$ cat src/rtl/pie_demodulator_mc_if.sv
// Output word channel of the PIE demodulator: data, parity flag and
// a valid/ready handshake. The demodulator drives it through the master modport.
interface pie_demodulator_mc_if #(
  parameter int WORD_W = 8
);
  logic [WORD_W-1:0] out_data;
  logic              out_valid;
  logic              out_ready;
  logic              out_perr;

  modport master (output out_data, output out_valid, output out_perr, input out_ready);
  modport slave  (input out_data, input out_valid, input out_perr, output out_ready);
endinterface

$ cat src/rtl/pie_demodulator_mc.sv
// Pulse-interval demodulator: synchronises the envelope bit, measures intervals
// between rising edges, hunts for a preamble and then assembles words that are
// handed out over a valid/ready channel. Two timing schemes are selectable per frame.
// Optional even-parity symbol after each word: define PIE_DEMOD_PARITY_EN.
//
// state   | meaning
// --------+---------------------------------------------------------
// ST_IDLE | waiting for a rising edge to open a frame
// ST_SYNC | shifting bits through the preamble window
// ST_DATA | assembling words, delimiter or timeout closes the frame
module pie_demodulator_mc #(
  parameter int               SYNC_STAGES = 2,
  parameter int               CNT_W       = 10,
  parameter int               WORD_W      = 8,
  parameter int               PRE_W       = 8,
  parameter logic [PRE_W-1:0] PREAMBLE    = 8'hB3,
  parameter int               MIN0        = 4,
  parameter int               SPLIT0      = 15,
  parameter int               MAX0        = 30,
  parameter int               MIN1        = 8,
  parameter int               SPLIT1      = 31,
  parameter int               MAX1        = 62,
  parameter int               TIMEOUT     = 255
) (
  input  logic                clock_i,
  input  logic                reset_n_i,
  input  logic                insig_i,
  input  logic                working_i,
  input  logic                scheme_i,
  pie_demodulator_mc_if.master out_if,
  output logic [7:0]          frame_cnt_o,
  output logic                cur_flag_o,
  output logic                cur_scheme_o,
  output logic                frame_end_o,
  output logic                overrun_o
);

`ifdef PIE_DEMOD_PARITY_EN
  localparam int LAST_BIT = WORD_W;
`else
  localparam int LAST_BIT = WORD_W - 1;
`endif
  localparam int BC_W = $clog2(WORD_W + 2);
  localparam int PC_W = $clog2(PRE_W + 1);

  typedef enum logic [1:0] {ST_IDLE, ST_SYNC, ST_DATA} state_t;

  state_t             state_q, state_d;
  logic [SYNC_STAGES-1:0] sync_q;
  logic               prev_q, rise_q;
  logic [CNT_W-1:0]   cnt_q, min_v, split_v, max_v;
  logic               glitch, bit_val, delim, timeout_hit, edge_ok;
  logic               start, term, bit_ev, word_done, pre_hit, slot_free, perr_next;
  logic [PRE_W-1:0]   pre_q, pre_next;
  logic [PC_W-1:0]    pre_cnt_q;
  logic [WORD_W-1:0]  word_q, word_full, data_q;
  logic [BC_W-1:0]    bit_cnt_q;
  logic [7:0]         frame_cnt_q;
  logic               cur_scheme_q, frame_end_q, overrun_q, valid_q, perr_q;

  // Metastability chain plus a registered rising-edge strobe.
  always_ff @(posedge clock_i or negedge reset_n_i) begin
    if (!reset_n_i) begin
      sync_q <= '0;
      prev_q <= 1'b0;
      rise_q <= 1'b0;
    end else begin
      sync_q <= {sync_q[SYNC_STAGES-2:0], insig_i};
      prev_q <= sync_q[SYNC_STAGES-1];
      rise_q <= sync_q[SYNC_STAGES-1] & ~prev_q;
    end
  end

  assign min_v       = cur_scheme_q ? CNT_W'(MIN1)   : CNT_W'(MIN0);
  assign split_v     = cur_scheme_q ? CNT_W'(SPLIT1) : CNT_W'(SPLIT0);
  assign max_v       = cur_scheme_q ? CNT_W'(MAX1)   : CNT_W'(MAX0);
  assign glitch      = cnt_q < min_v;
  assign bit_val     = cnt_q > split_v;
  assign delim       = cnt_q > max_v;
  assign timeout_hit = cnt_q == CNT_W'(TIMEOUT);
  // Any edge opens a frame from IDLE; inside a frame short intervals are dropped.
  assign edge_ok     = rise_q & ((state_q == ST_IDLE) | ~glitch);
  assign pre_next    = {pre_q[PRE_W-2:0], bit_val};
  assign pre_hit     = (pre_cnt_q >= PC_W'(PRE_W - 1)) && (pre_next == PREAMBLE);
  assign word_done   = bit_ev && (state_q == ST_DATA) && (bit_cnt_q == BC_W'(LAST_BIT));
  assign slot_free   = ~valid_q | out_if.out_ready;

  // Interval counter: restarts on accepted edges, saturates otherwise.
  always_ff @(posedge clock_i or negedge reset_n_i) begin
    if (!reset_n_i)            cnt_q <= '0;
    else if (edge_ok)          cnt_q <= CNT_W'(1);
    else if (cnt_q != '1)      cnt_q <= cnt_q + CNT_W'(1);
  end

  // State register.
  always_ff @(posedge clock_i or negedge reset_n_i) begin
    if (!reset_n_i) state_q <= ST_IDLE;
    else            state_q <= state_d;
  end

  // Next-state and per-cycle control strobes.
  always_comb begin
    state_d = state_q;
    start   = 1'b0;
    term    = 1'b0;
    bit_ev  = 1'b0;
    if (!working_i) begin
      state_d = ST_IDLE;
    end else begin
      case (state_q)
        ST_IDLE: if (rise_q) begin
          start   = 1'b1;
          state_d = ST_SYNC;
        end
        ST_SYNC, ST_DATA: begin
          if ((edge_ok && delim) || timeout_hit) begin
            term    = 1'b1;
            state_d = ST_IDLE;
          end else if (edge_ok) begin
            bit_ev = 1'b1;
            if (state_q == ST_SYNC && pre_hit) state_d = ST_DATA;
          end
        end
        default: state_d = ST_IDLE;
      endcase
    end
  end

  // Per-frame context: latched scheme, word count, preamble window.
  always_ff @(posedge clock_i or negedge reset_n_i) begin
    if (!reset_n_i) begin
      cur_scheme_q <= 1'b0;
      frame_cnt_q  <= '0;
      pre_q        <= '0;
      pre_cnt_q    <= '0;
    end else if (start) begin
      cur_scheme_q <= scheme_i;
      frame_cnt_q  <= '0;
      pre_q        <= '0;
      pre_cnt_q    <= '0;
    end else begin
      if (bit_ev && state_q == ST_SYNC) begin
        pre_q <= pre_next;
        if (pre_cnt_q != PC_W'(PRE_W)) pre_cnt_q <= pre_cnt_q + PC_W'(1);
      end
      if (word_done && slot_free && frame_cnt_q != 8'hFF) frame_cnt_q <= frame_cnt_q + 8'd1;
    end
  end

  // Word shift register and bit position; anything partial is forgotten outside DATA.
  always_ff @(posedge clock_i or negedge reset_n_i) begin
    if (!reset_n_i) begin
      word_q    <= '0;
      bit_cnt_q <= '0;
    end else if (state_q != ST_DATA) begin
      bit_cnt_q <= '0;
    end else if (bit_ev) begin
      bit_cnt_q <= word_done ? '0 : bit_cnt_q + BC_W'(1);
      if (bit_cnt_q < BC_W'(WORD_W)) word_q <= {word_q[WORD_W-2:0], bit_val};
    end
  end

`ifdef PIE_DEMOD_PARITY_EN
  logic par_q;

  // Running parity over the data bits of the current word.
  always_ff @(posedge clock_i or negedge reset_n_i) begin
    if (!reset_n_i)                         par_q <= 1'b0;
    else if (state_q != ST_DATA || word_done) par_q <= 1'b0;
    else if (bit_ev)                        par_q <= par_q ^ bit_val;
  end

  assign word_full = word_q;
  assign perr_next = par_q ^ bit_val;
`else
  assign word_full = {word_q[WORD_W-2:0], bit_val};
  assign perr_next = 1'b0;
`endif

  // Output holding register, handshake and sticky overrun.
  always_ff @(posedge clock_i or negedge reset_n_i) begin
    if (!reset_n_i) begin
      data_q      <= '0;
      perr_q      <= 1'b0;
      valid_q     <= 1'b0;
      overrun_q   <= 1'b0;
      frame_end_q <= 1'b0;
    end else begin
      frame_end_q <= term;
      if (word_done && slot_free) begin
        data_q  <= word_full;
        perr_q  <= perr_next;
        valid_q <= 1'b1;
      end else begin
        if (word_done)                   overrun_q <= 1'b1;
        if (valid_q && out_if.out_ready) valid_q   <= 1'b0;
      end
    end
  end

  assign out_if.out_data  = data_q;
  assign out_if.out_valid = valid_q;
  assign out_if.out_perr  = perr_q;
  assign frame_cnt_o      = frame_cnt_q;
  assign cur_flag_o       = (state_q != ST_IDLE);
  assign cur_scheme_o     = cur_scheme_q;
  assign frame_end_o      = frame_end_q;
  assign overrun_o        = overrun_q;

endmodule

$ cat src/flat_wrapper.sv
// flat-port wrapper written by rule: the top's interface ports become plain ports
module pie_demodulator_mc_flat 
#(
  parameter int               SYNC_STAGES = 2,
  parameter int               CNT_W       = 10,
  parameter int               WORD_W      = 8,
  parameter int               PRE_W       = 8,
  parameter logic [PRE_W-1:0] PREAMBLE    = 8'hB3,
  parameter int               MIN0        = 4,
  parameter int               SPLIT0      = 15,
  parameter int               MAX0        = 30,
  parameter int               MIN1        = 8,
  parameter int               SPLIT1      = 31,
  parameter int               MAX1        = 62,
  parameter int               TIMEOUT     = 255
)
  (clock_i, reset_n_i, insig_i, working_i, scheme_i, frame_cnt_o, cur_flag_o, cur_scheme_o, frame_end_o, overrun_o, out_if_out_data, out_if_out_valid, out_if_out_perr, out_if_out_ready);
  pie_demodulator_mc_if #(.WORD_W(WORD_W)) out_if_i ();
  input  logic clock_i;
  input  logic reset_n_i;
  input  logic insig_i;
  input  logic working_i;
  input  logic scheme_i;
  output logic [7:0] frame_cnt_o;
  output logic cur_flag_o;
  output logic cur_scheme_o;
  output logic frame_end_o;
  output logic overrun_o;
  output wire logic [$bits(out_if_i.out_data)-1:0] out_if_out_data;
  output wire logic [$bits(out_if_i.out_valid)-1:0] out_if_out_valid;
  output wire logic [$bits(out_if_i.out_perr)-1:0] out_if_out_perr;
  input wire logic [$bits(out_if_i.out_ready)-1:0] out_if_out_ready;
  assign out_if_out_data = out_if_i.out_data;
  assign out_if_out_valid = out_if_i.out_valid;
  assign out_if_out_perr = out_if_i.out_perr;
  assign out_if_i.out_ready = out_if_out_ready;
  pie_demodulator_mc #(.SYNC_STAGES(SYNC_STAGES), .CNT_W(CNT_W), .WORD_W(WORD_W), .PRE_W(PRE_W), .PREAMBLE(PREAMBLE), .MIN0(MIN0), .SPLIT0(SPLIT0), .MAX0(MAX0), .MIN1(MIN1), .SPLIT1(SPLIT1), .MAX1(MAX1), .TIMEOUT(TIMEOUT)) u_core (.clock_i(clock_i), .reset_n_i(reset_n_i), .insig_i(insig_i), .working_i(working_i), .scheme_i(scheme_i), .out_if(out_if_i), .frame_cnt_o(frame_cnt_o), .cur_flag_o(cur_flag_o), .cur_scheme_o(cur_scheme_o), .frame_end_o(frame_end_o), .overrun_o(overrun_o));
endmodule
$ cat config.mk
export PLATFORM = sky130hd
export DESIGN_NAME = pie_demodulator_mc_flat
export DESIGN_NICKNAME = d
export VERILOG_FILES = /design/src/rtl/pie_demodulator_mc_if.sv /design/src/rtl/pie_demodulator_mc.sv /design/src/flat_wrapper.sv
export SDC_FILE = /design/constraint.sdc
export NUM_CORES = 1
export LEC_CHECK = 0
export CAP_MARGIN = 5
export CORE_UTILIZATION = 60
export CTS_CLUSTER_DIAMETER = 40
export DETAILED_ROUTE_END_ITERATION = 10
export PLACE_DENSITY = 0.88
export SYNTH_ARGS = -nofsm -noshare
export SYNTH_HDL_FRONTEND = slang
export SYNTH_SLANG_ARGS = --single-unit
export TNS_END_PERCENT = 100
$ cat constraint.sdc
create_clock -name clock_i -period 6 [get_ports clock_i]
set_clock_uncertainty 0.1 [all_clocks]
set_input_delay 1.8 -clock clock_i [delete_from_list [all_inputs] [get_ports clock_i]]
set_output_delay 1.8 -clock clock_i [all_outputs]
set_load 0.1 [all_outputs]
==> flow_summary.json <==
{
  "rr_worst_depth": 7,
  "dieArea_mm2": 0.00521,
  "synth_edf_count": 0,
  "cts_resized": 0,
  "ys_async_sr_fraction_pct": 100,
  "max_cap_violations": 0,
  "num-nets-final": 329,
  "final_cell_mix": "58 x dfrtp_1, 39 x nand2_1, 27 x nor2_1, 25 x clkdlybuf4s50_1, 13 x ha_1",
  "first_iter_violations": 139,
  "rr_endpoint": "u_core.pre_cnt_q[2]",
  "worst_ir_drop_vdd_mv": 0.221,
  "rsz0062_at_grt": "false",
  "layout_commonest_cell": "dfrtp_1",
  "timing.hold.ws_ps": 253,
  "hp-start": "u_core.sync_q[0]",
  "worst-path-max-fanout": 4,
  "die_width_um": 72.2,
  "clk_latency_ps": 350,
  "gp_congestion": 0.898,
  "antenna_found_initial": 0,
  "syn_inst": 281,
  "clk_path_buf_depth": 2,
  "dp_cells": 366,
  "cts.sinks": 58,
  "io_buffers": 26,
  "global_route.usage.total_pct": 24.2,
  "syn_nets": 300,
  "die_h_um": 72.2,
  "routed_via_density": 5.77,
  "status": "completed",
  "cts_hold_buf": 0,
  "cp.required_ps": 4100,
  "drt_pass1_iterations": 4,
  "gr-total-overflow": 0,
  "hold_path_class": "register to register",
  "tightest_slew_ps": 978,
  "power.density_cell_area_mw_per_mm2": 261,
  "synth.distinct_cells": 58,
  "yosys-top-cells-area": "dfrtp_1 49%, ha_1 5.5%, nand2_1 5.0%",
  "ys_seq_elements": 58,
  "vias": 2198,
  "syn_area_mm2": 0.00295,
  "fmax_ghz": 0.238,
  "wl_mm": 5.62,
  "drv_slew": 0,
  "io_pins": 28,
  "cts_root_buf": "clkbuf_8",
  "synth_area_leader_cell": "dfrtp_1",
  "reg2reg_slack_ps": 3390,
  "postLayoutCoreUtil_pct": 72.2,
  "p_leak_nw": 1.61,
  "cts-buffers-inserted": 9,
  "synth_top_area_share_pct": 49.2,
  "endpoint_kind": "primary output",
  "grt_pass1_wl_mm": 9.44,
  "hold_viol": 0,
  "min_period_ps": 4190,
  "critPathKind": "register to primary output",
  "diodes": 0,
  "post-cts-setup-buffers": 0,
  "start_kind": "register",
  "fin_crit_sh_pct": 69.9,
  "grt_pass1_vias": 2105,
  "critPathArrivalTime_ps": 2290,
  "drive_gt1_share_pct": 14.0,
  "hold_depth": 0,
  "grt_max_degree": 59,
  "initial_core_util_pct": 62.5,
  "std_cell_rows": 25,
  "timing.rr.start": "u_core.cnt_q[0]",
  "synth_warnings": 0,
  "stdcell_count": 381,
  "clk_pin_slew_ps": 60,
  "dp_hpwl_mm": 3.79,
  "synth_seq_area_share_pct": 49.2,
  "cts_tree": "yes",
  "holdPathEnd": "u_core.sync_q[1]",
  "fin_tns_setup_ps": 0,
  "finalSetupViolations": 0,
  "drc": 0,
  "max_slew_margin_pct": 34.6,
  "wire_per_inst_um": 14.7,
  "h-tree-depth": 3,
  "synth_area_per_cell_um2": 10.5,
  "core_area_mm2": 0.00472,
  "synth_top_flop_cell": "dfrtp_1",
  "syn_to_final_growth_pct": 15.6,
  "postRouteAntennaNets": 0
}
==> critical path: stages, from the launching register on <==
cell             delay (ps)
dfrtp_1                 400
inv_1                    80
ha_1                    270
inv_1                    80
clkdlybuf4s50_1        1120
==> flip-flops by register name, indices dropped and copies added, names as in the netlist <==
name / flops
u_core.prev_q: 1
u_core.overrun_o: 1
u_core.frame_end_o: 1
u_core.state_q: 2
u_core.out_if.out_valid: 1
u_core.pre_cnt_q: 4
u_core.frame_cnt_o: 8
u_core.bit_cnt_q: 4
u_core.cur_scheme_o: 1
u_core.rise_q: 1
u_core.cnt_q: 10
u_core.pre_q: 7
u_core.out_if.out_data: 8
u_core.sync_q: 2
u_core.word_q: 7
==> logic make-up (layout without fill, tap and decap cells) <==
logic type	after synthesis	after routing	share of synthesized area (%)
AND/OR/NAND/NOR	119	119	21.7
multiplexers	16	16	5.72
flip-flops	58	58	49.2
adder cells (fa/ha/maj)	13	13	5.51
buffers and inverters	20	53	4.15
other	1	1	0.127
XOR/XNOR	10	10	2.97
AO/OA/AOI/OAI	44	44	10.7
==> final cells by class <==
cell class / count / area (µm²)
clock buffer: 11 / 141
clock inverter: 4 / 52.6
fill: 323 / 1310
inverter: 11 / 41.3
multi-input combinational: 203 / 1380
sequential: 58 / 1450
tap: 67 / 83.8
timing repair buffer: 27 / 263
==> per-stage QoR <==
stage / setup slack [ps] / area, µm² / power (mW)
6_report: 1810 / 3410 / 0.889
5_1_grt: 1780 / 3410 / 0.926
4_1_cts: 1810 / 3410 / 0.895
3_5_place_dp: 1960 / 3220 / 0.542
3_3_place_gp: 2020 / 3220 / 0.540
2_1_floorplan: 2640 / 2950 / 0.516
==> cells in the mapped netlist (all sizes together) (4+ instances only) <==
master,n
mux2,7
buf,5
xnor2,5
inv,11
mux2i,9
or3,4
a211oi,4
clkbuf,4
ha,13
nand3,13
a21oi,10
and3,7
nor2,27
o21ai,10
a21boi,4
nand2,40
and2,4
xor2,5
dfrtp,58
nand4,6
==> worst max path at each step <==
stage	to	slack (ps)	from	cells after the start
floorplan	u_core.word_q[0]	2640	working_i	7
global placement	u_core.pre_cnt_q[2]	2020	working_i	7
detailed placement	u_core.pre_cnt_q[2]	1960	working_i	7
CTS	cur_flag_o	1810	u_core.state_q[0]	4
global route	cur_flag_o	1780	u_core.state_q[0]	4
finish	cur_flag_o	1810	u_core.state_q[0]	4
==> per-layer routing <==
metal	global-route usage [%]	vias up	share of wire (%)
li1	-	1044	-
met1	29.2	1079	44
met2	37.9	54	48
met3	6.53	21	3.6
met4	16.8	0	3.9
met5	0	-	0
==> report_power, final <==
group          total, mW  internal (mW)  switching, mW
Combinational      0.104         0.0354         0.0684
Sequential         0.433          0.408         0.0247
Clock              0.352          0.200          0.152
Note: power is estimated with default switching activity, not from simulation.
